**src/rtl/des_key_schedule_if.sv**
```systemverilog
// Key-schedule handshake bundle: load request from the control side,
// subkey stream back to the DES round core.
interface des_key_schedule_if;
  logic        start;
  logic        mode;
  logic [0:63] key;
  logic        kready;
  logic        kvalid;
  logic [0:47] subkey;
  logic [3:0]  round_idx;
  logic        busy;
  logic        done;

  modport master (
    output start, mode, key, kready,
    input  kvalid, subkey, round_idx, busy, done
  );

  modport slave (
    input  start, mode, key, kready,
    output kvalid, subkey, round_idx, busy, done
  );
endinterface

```
**src/rtl/des_key_schedule.sv**
```systemverilog
// DES key schedule: PC-1 on load, then one rotated C/D pair per accepted beat,
// subkey is PC-2 of the registered C/D so it is valid the cycle kvalid rises.
module des_key_schedule #(
  parameter int NROUNDS = 16
) (
  input  logic              clk,
  input  logic              reset,
  des_key_schedule_if.slave kif
);

  typedef enum logic [1:0] {IDLE, GEN, FIN} state_t;

  localparam int PC1 [56] = '{
    57, 49, 41, 33, 25, 17,  9,  1, 58, 50, 42, 34, 26, 18,
    10,  2, 59, 51, 43, 35, 27, 19, 11,  3, 60, 52, 44, 36,
    63, 55, 47, 39, 31, 23, 15,  7, 62, 54, 46, 38, 30, 22,
    14,  6, 61, 53, 45, 37, 29, 21, 13,  5, 28, 20, 12,  4
  };

  localparam int PC2 [48] = '{
    14, 17, 11, 24,  1,  5,  3, 28, 15,  6, 21, 10,
    23, 19, 12,  4, 26,  8, 16,  7, 27, 20, 13,  2,
    41, 52, 31, 37, 47, 55, 30, 40, 51, 45, 33, 48,
    44, 49, 39, 56, 34, 53, 46, 42, 50, 36, 29, 32
  };

  function automatic logic [0:55] pc1(input logic [0:63] k);
    logic [0:55] r;
    for (int i = 0; i < 56; i++) r[i] = k[PC1[i]-1];
    return r;
  endfunction

  function automatic logic [0:47] pc2(input logic [0:55] cd);
    logic [0:47] r;
    for (int i = 0; i < 48; i++) r[i] = cd[PC2[i]-1];
    return r;
  endfunction

  // Bit 0 is the leftmost (most significant) bit of each 28-bit half.
  function automatic logic [0:27] rotl(input logic [0:27] v, input logic one);
    return one ? {v[1:27], v[0]} : {v[2:27], v[0:1]};
  endfunction

  function automatic logic [0:27] rotr(input logic [0:27] v, input logic one);
    return one ? {v[27], v[0:26]} : {v[26:27], v[0:25]};
  endfunction

  state_t      state_q, state_d;
  logic [0:27] c_q, c_d, d_q, d_d;
  logic [3:0]  idx_q, idx_d;
  logic        mode_q, mode_d;
  logic [0:55] cd0;
  logic        shift1;

  assign cd0 = pc1(kif.key);
  // Single-bit shifts fall on the transitions leaving idx 0, 7 and 14 in both
  // directions: rounds 2/9/16 forward, and 16->15, 9->8, 2->1 backward.
  assign shift1 = (idx_q == 4'd0) || (idx_q == 4'd7) || (idx_q == 4'd14);

  always_ff @(posedge clk or negedge reset) begin
    if (!reset) begin
      state_q <= IDLE;
      c_q     <= '0;
      d_q     <= '0;
      idx_q   <= '0;
      mode_q  <= 1'b0;
    end else begin
      state_q <= state_d;
      c_q     <= c_d;
      d_q     <= d_d;
      idx_q   <= idx_d;
      mode_q  <= mode_d;
    end
  end

  always_comb begin
    state_d       = state_q;
    c_d           = c_q;
    d_d           = d_q;
    idx_d         = idx_q;
    mode_d        = mode_q;
    kif.kvalid    = 1'b0;
    kif.busy      = 1'b0;
    kif.done      = 1'b0;
    kif.round_idx = idx_q;
    kif.subkey    = pc2({c_q, d_q});
    case (state_q)
      IDLE: begin
        if (kif.start) begin
          mode_d  = kif.mode;
          idx_d   = 4'd0;
          state_d = GEN;
          // Encryption starts at C1/D1; decryption's first key uses C16 = C0.
          if (kif.mode) begin
            c_d = cd0[0:27];
            d_d = cd0[28:55];
          end else begin
            c_d = rotl(cd0[0:27], 1'b1);
            d_d = rotl(cd0[28:55], 1'b1);
          end
        end
      end
      GEN: begin
        kif.kvalid = 1'b1;
        kif.busy   = 1'b1;
        if (kif.kready) begin
          if (idx_q == 4'(NROUNDS - 1)) begin
            idx_d   = 4'd0;
            state_d = FIN;
          end else begin
            idx_d = idx_q + 4'd1;
            if (mode_q) begin
              c_d = rotr(c_q, shift1);
              d_d = rotr(d_q, shift1);
            end else begin
              c_d = rotl(c_q, shift1);
              d_d = rotl(d_q, shift1);
            end
          end
        end
      end
      FIN: begin
        kif.done = 1'b1;
        state_d  = IDLE;
      end
      default: state_d = IDLE;
    endcase
  end

endmodule
```
**src/flat_wrapper.sv**
```systemverilog
// flat-port wrapper written by rule: the top's interface ports become plain ports
module des_key_schedule_flat 
#(
  parameter int NROUNDS = 16
)
  (clk, reset, kif_start, kif_mode, kif_key, kif_kready, kif_kvalid, kif_subkey, kif_round_idx, kif_busy, kif_done);
  des_key_schedule_if kif_i ();
  input  logic clk;
  input  logic reset;
  input wire logic [$bits(kif_i.start)-1:0] kif_start;
  input wire logic [$bits(kif_i.mode)-1:0] kif_mode;
  input wire logic [$bits(kif_i.key)-1:0] kif_key;
  input wire logic [$bits(kif_i.kready)-1:0] kif_kready;
  output wire logic [$bits(kif_i.kvalid)-1:0] kif_kvalid;
  output wire logic [$bits(kif_i.subkey)-1:0] kif_subkey;
  output wire logic [$bits(kif_i.round_idx)-1:0] kif_round_idx;
  output wire logic [$bits(kif_i.busy)-1:0] kif_busy;
  output wire logic [$bits(kif_i.done)-1:0] kif_done;
  assign kif_i.start = kif_start;
  assign kif_i.mode = kif_mode;
  assign kif_i.key = kif_key;
  assign kif_i.kready = kif_kready;
  assign kif_kvalid = kif_i.kvalid;
  assign kif_subkey = kif_i.subkey;
  assign kif_round_idx = kif_i.round_idx;
  assign kif_busy = kif_i.busy;
  assign kif_done = kif_i.done;
  des_key_schedule #(.NROUNDS(NROUNDS)) u_core (.clk(clk), .reset(reset), .kif(kif_i));
endmodule
```
**config.mk**
```make
export PLATFORM = sky130hd
export DESIGN_NAME = des_key_schedule_flat
export DESIGN_NICKNAME = d
export VERILOG_FILES = /design/src/rtl/des_key_schedule_if.sv /design/src/rtl/des_key_schedule.sv /design/src/flat_wrapper.sv
export SDC_FILE = /design/constraint.sdc
export NUM_CORES = 1
export LEC_CHECK = 0
export CAP_MARGIN = 20
export CORE_ASPECT_RATIO = 1.4
export CORE_MARGIN = 1
export CORE_UTILIZATION = 40
export DETAILED_ROUTE_END_ITERATION = 8
export PLACE_DENSITY = 0.7
export SLEW_MARGIN = 20
export SYNTH_ARGS = -nofsm -noshare
export SYNTH_HDL_FRONTEND = slang
export SYNTH_SLANG_ARGS = --single-unit
```
**constraint.sdc**
```tcl
create_clock -name clk -period 7.1 [get_ports clk]
set_clock_uncertainty 0.15 [all_clocks]
set_input_delay 1.42 -clock clk [delete_from_list [all_inputs] [get_ports clk]]
set_output_delay 1.42 -clock clk [all_outputs]
set_load 0.005 [all_outputs]
```
# Yosys cells after proc, flatten, opt, wreduce, memory -nomap -nowiden
# Index checks and enable logic that the tools add are counted.
[op_classes]
mux = 26
add_sub_neg = 1
n_eq_ne = 9
reduce_logical = 9
[ops]
columns = ["op", "count"]
rows = [
  ["28-bit 2-to-1 mux", 14],
  ["28-bit case mux with 2 select lines", 2],
  ["4-bit 2-to-1 mux", 3],
  ["4-bit equality test (second input constant)", 2],
  ["4-bit case mux with 2 select lines", 1],
  ["2-bit 2-to-1 mux", 3],
  ["2-bit inequality test (second input constant)", 3],
  ["3-bit AND reduction", 2],
  ["4-bit by 1-bit adder with 4-bit output (second input constant)", 1],
  ["4-bit by 3-bit equality test with 1-bit output (second input constant)", 1],
  ["4-bit logical NOT", 1],
  ["2-bit case mux with 2 select lines", 1],
  ["4-bit AND reduction", 1],
  ["2-bit by 1-bit equality test with 1-bit output (second input constant)", 1],
  ["2-bit equality test (second input constant)", 1],
  ["2-bit logical NOT", 1],
  ["1-bit logical OR", 2],
  ["1-bit 2-to-1 mux", 2],
  ["2-bit by 1-bit inequality test with 1-bit output (second input constant)", 1],
  ["2-bit AND reduction", 1],
  ["2-bit nonzero test", 1],
]
[word_totals]
elab_cells = 50
regBits = 63
inputBits = 69
output_inout_bits = 55

# Depth between registers and ports, before layout
# Gate-level depths: netlist (run 1).
[logic_depth]
depth_word = 8
ltp_mapped = 9
ltp_nobuf = 6

# Worst setup path after synthesis (run 1)
# OpenSTA, ideal clock, no wires.
[synth_timing]
path_kind = "reg2out"
start = "register u_core.state_q[1]"
end = "output port kif_kvalid"
arrival_ns = 1.518
path_buffers = 4
stages_incl_launch_ff = 7
slack_ns = 4.012
required_time_ns = 5.530
path_cell_list = "dfrtp_1 nand2b_1 buf_2 inv_1 buf_2 clkbuf_1 buf_4"
[synth_via]
elab_chain_len = 2
[synth_rtl]
columns = ["item", "line", "rtl"]
rows = [
  ["start: declaration", "des_key_schedule.sv:48", "state_t state_q, state_d;"],
  ["start signal: assignment", "des_key_schedule.sv:68", "state_q <= state_d;"],
  ["2-bit by 1-bit equality test with 1-bit output", "n/a", ""],
  ["1-bit 2-to-1 mux", "n/a", ""],
  ["end: declaration", "flat_wrapper.sv:14", "output wire logic [$bits(kif_i.kvalid)-1:0] kif_kvalid;"],
]
# No other way between the ends.

# Final worst setup path (run 1)
[layout_timing]
start = "input port kif_kready"
end = "register u_core.c_q[23] (netlist name)"
[layout_via]
elab_chain_len = 2
[layout_rtl]
columns = ["item", "line", "rtl"]
rows = [
  ["start: declaration", "flat_wrapper.sv:13", "input wire logic [$bits(kif_i.kready)-1:0] kif_kready;"],
  ["2-bit inequality test (no source line)", "n/a", ""],
  ["4-bit AND reduction (no source line)", "n/a", ""],
  ["end signal: assignment", "des_key_schedule.sv:63", "c_q <= '0;"],
  ["end signal: assignment", "des_key_schedule.sv:69", "c_q <= c_d;"],
  ["end: declaration", "des_key_schedule.sv:49", "logic [0:27] c_q, c_d, d_q, d_d;"],
]
# No other way between the ends.
# A chain may end at the register's enable or synchronous reset.

==> results of run 1 <==
-- metrics by stage --
| stage | instances | power [mW] |
|---|---|---|
| 2_1_floorplan | 1003 | 2.83 |
| 3_3_place_gp | 1211 | 3.41 |
| 3_5_place_dp | 1211 | 3.44 |
| 4_1_cts | 1227 | 3.88 |
| 5_1_grt | 1227 | 4.19 |
| 6_report | 1227 | 3.92 |
-- registers in the layout, indices dropped and copies added (netlist names) --
name	cells
u_core.state_q	2
u_core.mode_q	1
u_core.c_q	28
u_core.kif.round_idx	4
u_core.d_q	28
-- worst reg2reg max path: stages (launching register included) --
cell and delay (ns):
dfrtp_2 0.67, buf_4 0.52, nand2b_1 0.91, buf_4 0.42
o32ai_1 0.13, or4_1 0.52, o41ai_2 0.20
-- Yosys cell counts, types with 24 or more instances --
library cell	count	area, um2
nor3_1	45	225
and3b_1	35	307
a31oi_1	29	181
nand4_1	51	319
a21oi_1	26	130
o21ai_0	84	420
nand2_1	65	244
buf_2	35	175
buf_4	56	420
mux2_2	24	270
a211o_1	58	508
nor2_1	69	259
mux2i_1	107	1070
dfrtp_1	63	1580
clkbuf_1	59	221
nand2b_1	36	225
-- report_power, final --
part	switching, mW	total, mW	internal (mW)
clock network	0.169	0.424	0.256
logic	1.26	2.44	1.18
registers	0.520	1.05	0.528
-- area by class of cell --
| class | count | area share, % |
|---|---|---|
| multi-input combinational | 765 | 60.9 |
| timing repair buffer | 129 | 14.2 |
| inverter | 6 | 0.256 |
| sequential | 63 | 18.0 |
| tap | 248 | 3.53 |
| clock buffer | 15 | 3.05 |
| clock inverter | 1 | 0.0570 |
-- cell usage in the layout, fill, tap and decap left out, types with 3 or more instances in the layout --
| master | n |
|---|---|
| ha_1 | 3 |
| and3b_1 | 35 |
| a21o_1 | 5 |
| mux4_2 | 5 |
| clkbuf_1 | 4 |
| a221o_1 | 4 |
| clkdlybuf4s50_1 | 113 |
| a31oi_1 | 29 |
| nand3_1 | 12 |
| a211o_1 | 58 |
| nor3b_1 | 3 |
| o31ai_1 | 4 |
| o41ai_1 | 4 |
| o32ai_1 | 6 |
| inv_1 | 4 |
| a211oi_1 | 18 |
| clkbuf_16 | 9 |
| or2_2 | 3 |
| nor2_1 | 69 |
| a2111oi_0 | 5 |
| nand2_1 | 65 |
| mux2i_1 | 106 |
| nand4_1 | 51 |
| a41o_1 | 5 |
| mux2_2 | 24 |
| o211a_1 | 3 |
| buf_4 | 15 |
| o2111ai_1 | 5 |
| a31o_2 | 3 |
| nor3_1 | 45 |
| o211ai_1 | 5 |
| a22o_1 | 3 |
| nor2b_1 | 9 |
| nand2b_1 | 35 |
| o21ai_0 | 84 |
| a21oi_1 | 26 |
| dfrtp_1 | 61 |
-- cells by family after synthesis --
kind of cell	count (synthesis)	share of synthesized area, %
simple gates	340	23.4
buf+inv	175	11.8
compound gates	286	25.7
fa+ha+maj	3	0.479
mux	136	18.5
flops	63	20.1
-- worst paths after layout --
check	startpoint	endpoint	slack, ns	depth (start not counted)
max in group asynchronous	reset	u_core.mode_q	4.96	2
min reg2reg	u_core.c_q[26]	u_core.c_q[26]	0.44	2
max reg2reg	u_core.kif.round_idx[2]	u_core.d_q[10]	3.48	6
max	kif_kready	u_core.c_q[23]	3.37	6
min in group asynchronous	reset	u_core.d_q[13]	1.12	2
min	u_core.c_q[26]	u_core.c_q[26]	0.44	2
-- metal layers --
layer | share of wire [%] | vias up
li1 | - | 3679
met1 | 41 | 3882
met2 | 49 | 367
met3 | 6.8 | 63
met4 | 3.2 | 0
met5 | 0 | -
==> out/results.ini, run 1 <==
[status]
status=complete, no violations

[yosys]
syn_area_mm2=0.00784
synthFlopType=dfrtp_1
syn_nets=1075
yosysWarnings=0
async_flop_share_pct=100
synth.distinct_cells=63
synthCells=1003
syn_avg_cell_area_um2=7.82
synth_edf_count=0
synth-seq-cells=63
ys_seq_area_share_pct=20.1

[layout]
multiInputGateArea_mm2=0.00535
diodes=0
seqCellArea_mm2=0.00158
drive_above_1_share_pct=7.56
nNetsFinal=1046
stdcell_area_mm2=0.00879
area_delta_synth_final_pct=12.1
utilization_pct=45.7
filler_cell_count=1931

[global_routing]
globalRouteMet1Util_pct=31.3
grt_use_met3_pct=3.61
grt_max_degree=108
grt_pass1_wl_um=40200
antenna_found_initial=0
grt_pass1_vias=7668
met2_usage_pct=40.4
gr-usage-all-layers_pct=24.5
grt-busiest-layer=met2
grt_remaining_overflow=0

[timing]
whs_ns=0.444
rsz0062_at_grt=no
finalCritPeriodShare_pct=52.5
layout_min_cycle_time_ns=3.73
setup_viol=0
slew_headroom_pct=23.3
max_clock_freq_mhz=268
hold_violations=0
tightestPinTransition_ns=1.14
slew_violations=0
fin_tns_setup_ns=0
fin_ws_ns=3.37

[min_path]
hold_class=reg2reg

[floorplan]
die_w_um=120
die_h_um=168
io_pins=124
rows=60
core_mm2=0.0192
initial_core_util_pct=40.8
die_area_mm2=0.0202

[route]
post_drt_via_cell_ratio=6.51
drtAntennaViolNets=0
drc=0
drtIter0Drc=755
num_vias=7991
wl_per_cell_um=20.3
drt_first_pass_iters=5
drt_wl_total_um=24900

[critical_path]
cp_num_buf_inv=2
cp_max_fo=69
worstPathArrival_ns=3.81
worstPathRequired_ns=7.18
cpMaxStageDelayCell=buf_4
startpoint_type=input port
cpLargestDelayFamily=buffers and inverters
crit_chain=clkdlybuf4s50_1, nand2_2, a221oi_4, buf_4, mux2_2, a31o_2
endpoint_kind=flop
critPathMaxStageDelay_ns=0.74
crit_type=in2reg

[clocking]
clk_pin_slew_worst_paths_ns=0.05
clock-sinks=63
htree_levels=3
cts.path.max_buffers=2
cts_setup_buffers=0
cts_buffers=9
root_buffer=clkbuf_16
post_cts_resize_count=0
clk_latency_ns=0.34
cts_hold_buffers=0
cts_tree=done

[power]
p_leak_nw=3.55
power_density_mw_per_mm2=446
irDropWorstVdd_uv=222

[job]
cap_violations=0

[placed_design]
place_area_mm2=0.00851
portBuffers=115
post-place-ws_ns=3.02
dp_hpwl_um=15600
gp_congestion=0.853

Power figures use the tool's default switching activity.
==> inputs of run 2 (changes only) <==
- clock period: 7.1 -> 3.9 ns (I/O delays scaled with it)
==> out/results.ini, run 2 (synthesis results as in run 1) <==
[floorplan]
rows=60
io_pins=124
initial_core_util_pct=40.8
die_area_mm2=0.0202
die_h_um=168
die_w_um=120
core_mm2=0.0192

[placed_design]
place_area_mm2=0.00865
portBuffers=115
post-place-ws_ns=0.758
dp_hpwl_um=16500
post-place-cells=1223
gp_congestion=0.879

[timing]
fin_ws_ns=0.788
finalCritPeriodShare_pct=79.8
layout_min_cycle_time_ns=3.11
setup_viol=0
slew_headroom_pct=30.0
hold_violations=0
fin_tns_setup_ns=0
slew_violations=0
rsz0062_at_grt=no
tightestPinTransition_ns=1.04
max_clock_freq_mhz=321
whs_ns=0.318

[critical_path]
worstPathRequired_ns=3.97
worst_r2r_path_depth=6
crit_type=reg2reg
cp-startpoint=u_core.kif.round_idx[0]
r2r_start=u_core.kif.round_idx[0]
startpoint_type=flop
endpoint_kind=flop
cp_max_fo=22
worstPathArrival_ns=3.18

[route]
num_vias=8032
drt_wl_total_um=25300
drt_first_pass_iters=7
post_drt_via_cell_ratio=6.48
drtAntennaViolNets=0
wl_per_cell_um=20.4
drc=0
drtIter0Drc=789

[power]
p_total_mw=7.33
irDropWorstVdd_uv=303
p_leak_nw=3.65
power_density_mw_per_mm2=818

[layout]
stdcell_area_mm2=0.00896
final_common_cell=clkdlybuf4s50_1
drive_above_1_share_pct=8.98
fin_cells=1239
nNetsFinal=1058
diodes=0
utilization_pct=46.6
area_delta_synth_final_pct=14.3
mostFrequentLayoutCells=clkdlybuf4s50_1, mux2i_1, o21ai_0, nor2_1, nand2_1
filler_cell_count=1940

[global_routing]
grt_pass1_wl_um=40100
antenna_found_initial=0
gr-usage-all-layers_pct=24.7
grt_max_degree=78
grt_remaining_overflow=0
grt_pass1_vias=7513

[min_path]
hold_class=in2async

[clocking]
clk_pin_slew_worst_paths_ns=0.05
cts_setup_buffers=0
clk_latency_ns=0.35
root_buffer=clkbuf_16
cts_buffers=9
cts_tree=done
cts_hold_buffers=0
post_cts_resize_count=0
clock-sinks=63
cts.path.max_buffers=2
htree_levels=3

[status]
status=complete, no violations

[job]
cap_violations=0

## run 2: cell count changes in the layout (fill, tap and decap cells not counted), sizes merged
cell and change:
buf +12, bufinv +1, inv +1, clkbuf -2
## run 2: critical path: stages, from the launching register on
cell and delay (ns):
dfrtp_1 0.44, inv_1 0.11, ha_1 0.50, and2b_1 0.84
mux4_2 0.61, o221ai_1 0.23, o21ai_0 0.11
## run 2: area by class of cell
class,count,area [um2],area share [%]
Tap cell,248,310,3.46
Multi-Input combinational cell,765,5350,59.7
Sequential cell,63,1580,17.6
Timing Repair Buffer,141,1390,15.5
Clock inverter,3,40.0,0.447
Clock buffer,13,270,3.02
Inverter,6,22.5,0.251
## run 2: layer usage
layer / vias up / wire length (um) / GRT usage (%)
li1: 3715 / - / -
met1: 3874 / 10400 / 31.8
met2: 367 / 12400 / 40.8
met3: 76 / 1470 / 2.76
met4: 0 / 1040 / 12.4
met5: - / 0 / 0
## run 2: final timing paths
kind	endpoint	slack, ns
setup / recovery	u_core.d_q[13]	0.79
hold / removal	u_core.d_q[12]	0.32
setup reg to reg	u_core.d_q[13]	0.79
hold reg to reg	u_core.c_q[26]	0.43
max in group asynchronous	u_core.c_q[15]	2.51
min in group clk	u_core.c_q[26]	0.43
## run 2: power by group
group | switching [mW] | internal [mW]
Combinational | 2.29 | 2.24
Sequential | 0.982 | 0.960
Clock | 0.316 | 0.545
==> inputs of run 3 (changes only) <==
- clock period: 3.9 -> 3.2 ns (I/O delays scaled with it)
==> out/results.ini, run 3 (synthesis results as in run 1) <==
[clocking]
cts_hold_buffers=0
cts_buffers=9
root_buffer=clkbuf_16
htree_levels=3
clock-sinks=63
clk_pin_slew_worst_paths_ns=0.06
cts.path.max_buffers=2
cts_tree=done
clk_latency_ns=0.34
post_cts_resize_count=0
cts_setup_buffers=0

[critical_path]
endpoint_kind=flop
cp_max_fo=23
worst_r2r_path_depth=6
startpoint_type=flop
crit_type=reg2reg
worstPathRequired_ns=3.32
rrSetupSlack_ns=0.56
worstPathArrival_ns=2.76

[layout]
mostFrequentLayoutCells=clkdlybuf4s50_1, mux2i_1, o21ai_0, nor2_1, nand2_1
nNetsFinal=1067
final_common_cell=clkdlybuf4s50_1
multiInputGateArea_mm2=0.00535
filler_cell_count=1928
seqCellArea_mm2=0.00158
diodes=0
area_delta_synth_final_pct=15.5
drive_above_1_share_pct=9.80

[power]
comb_power_share_pct=62.2
p_int_mw=4.62
switching_share_pct=48.7
switchingPower_mw=4.39
power_density_mw_per_mm2=995
sequentialPowerShare_pct=26.0
p_leak_nw=3.70
irDropWorstVdd_uv=442
clkPwrFrac_pct=11.8
p_total_mw=9.01

[floorplan]
initial_core_util_pct=40.8
core_mm2=0.0192
die_area_mm2=0.0202
rows=60
die_w_um=120
io_pins=124
die_h_um=168

[min_path]
hold_class=in2async

[global_routing]
grt_pass1_wl_um=41200
antenna_found_initial=0
grt_pass1_vias=7648
gr-usage-all-layers_pct=25.3
grt_remaining_overflow=0
grt_max_degree=78

[timing]
whs_ns=0.222
finalCritPeriodShare_pct=82.5
hold_violations=0
tightestPinTransition_ns=0.754
setup_viol=0
layout_min_cycle_time_ns=2.64
slew_headroom_pct=49.7
slew_violations=0
rsz0062_at_grt=no
max_clock_freq_mhz=379
fin_tns_setup_ns=0

[route]
post_drt_via_cell_ratio=6.45
drtAntennaViolNets=0
wl_per_cell_um=20.4
num_vias=8051
drtIter0Drc=944
drc=0
drt_first_pass_iters=6
drt_wl_total_um=25400

[status]
status=complete, no violations

[placed_design]
dp_hpwl_um=16900
gp_congestion=0.899
portBuffers=115

[job]
cap_violations=0

==> run 3: worst paths after layout <==
path,from,end
max in group asynchronous,reset,u_core.d_q[1]
hold reg to reg,u_core.c_q[26],u_core.c_q[26]
setup / recovery,u_core.kif.round_idx[1],u_core.c_q[1]
min in group clk,u_core.c_q[26],u_core.c_q[26]
hold / removal,reset,u_core.mode_q
setup reg to reg,u_core.kif.round_idx[1],u_core.c_q[1]
==> run 3: metal layers <==
layer / GRT usage [%] / wire, um / up-vias
li1: - / - / 3722
met1: 32.3 / 10300 / 3848
met2: 42.3 / 12400 / 401
met3: 2.59 / 1690 / 80
met4: 12.2 / 1070 / 0
met5: 0 / 0 / -
==> run 3: critical path, cell delays in order (launching register included) <==
cell and delay, ns:
dfrtp_1 0.47, ha_1 0.39, mux2_2 0.59, buf_4 0.35
o32ai_1 0.14, a221oi_1 0.30, a221o_1 0.18
==> run 3: through the flow <==
stage	instances	area [um2]	util [%]	setup slack [ns]
2_1_floorplan	1003	7840	-	0.892
3_3_place_gp	1232	8750	45.5	0.359
3_5_place_dp	1232	8750	45.5	0.343
4_1_cts	1248	9060	47.1	0.582
5_1_grt	1248	9060	47.1	0.380
6_report	1248	9060	47.1	0.560
==> run 3: layout make-up <==
type,instances,area share (%)
Clock buffer,13,2.98
Clock inverter,3,0.442
Inverter,6,0.249
Multi-Input combinational cell,765,59.1
Sequential cell,63,17.5
Tap cell,248,3.43
Timing Repair Buffer,150,16.4
==> run 3: power groups by stage <==
stage	Clock (mW)	Combinational [mW]	Sequential, mW
after global routing	1.11	6.12	2.42
after detailed placement	0	5.54	2.31
after CTS	1.07	5.57	2.30
after floorplan	0	4.66	1.61
after global placement	0	5.48	2.31
final	1.06	5.61	2.34
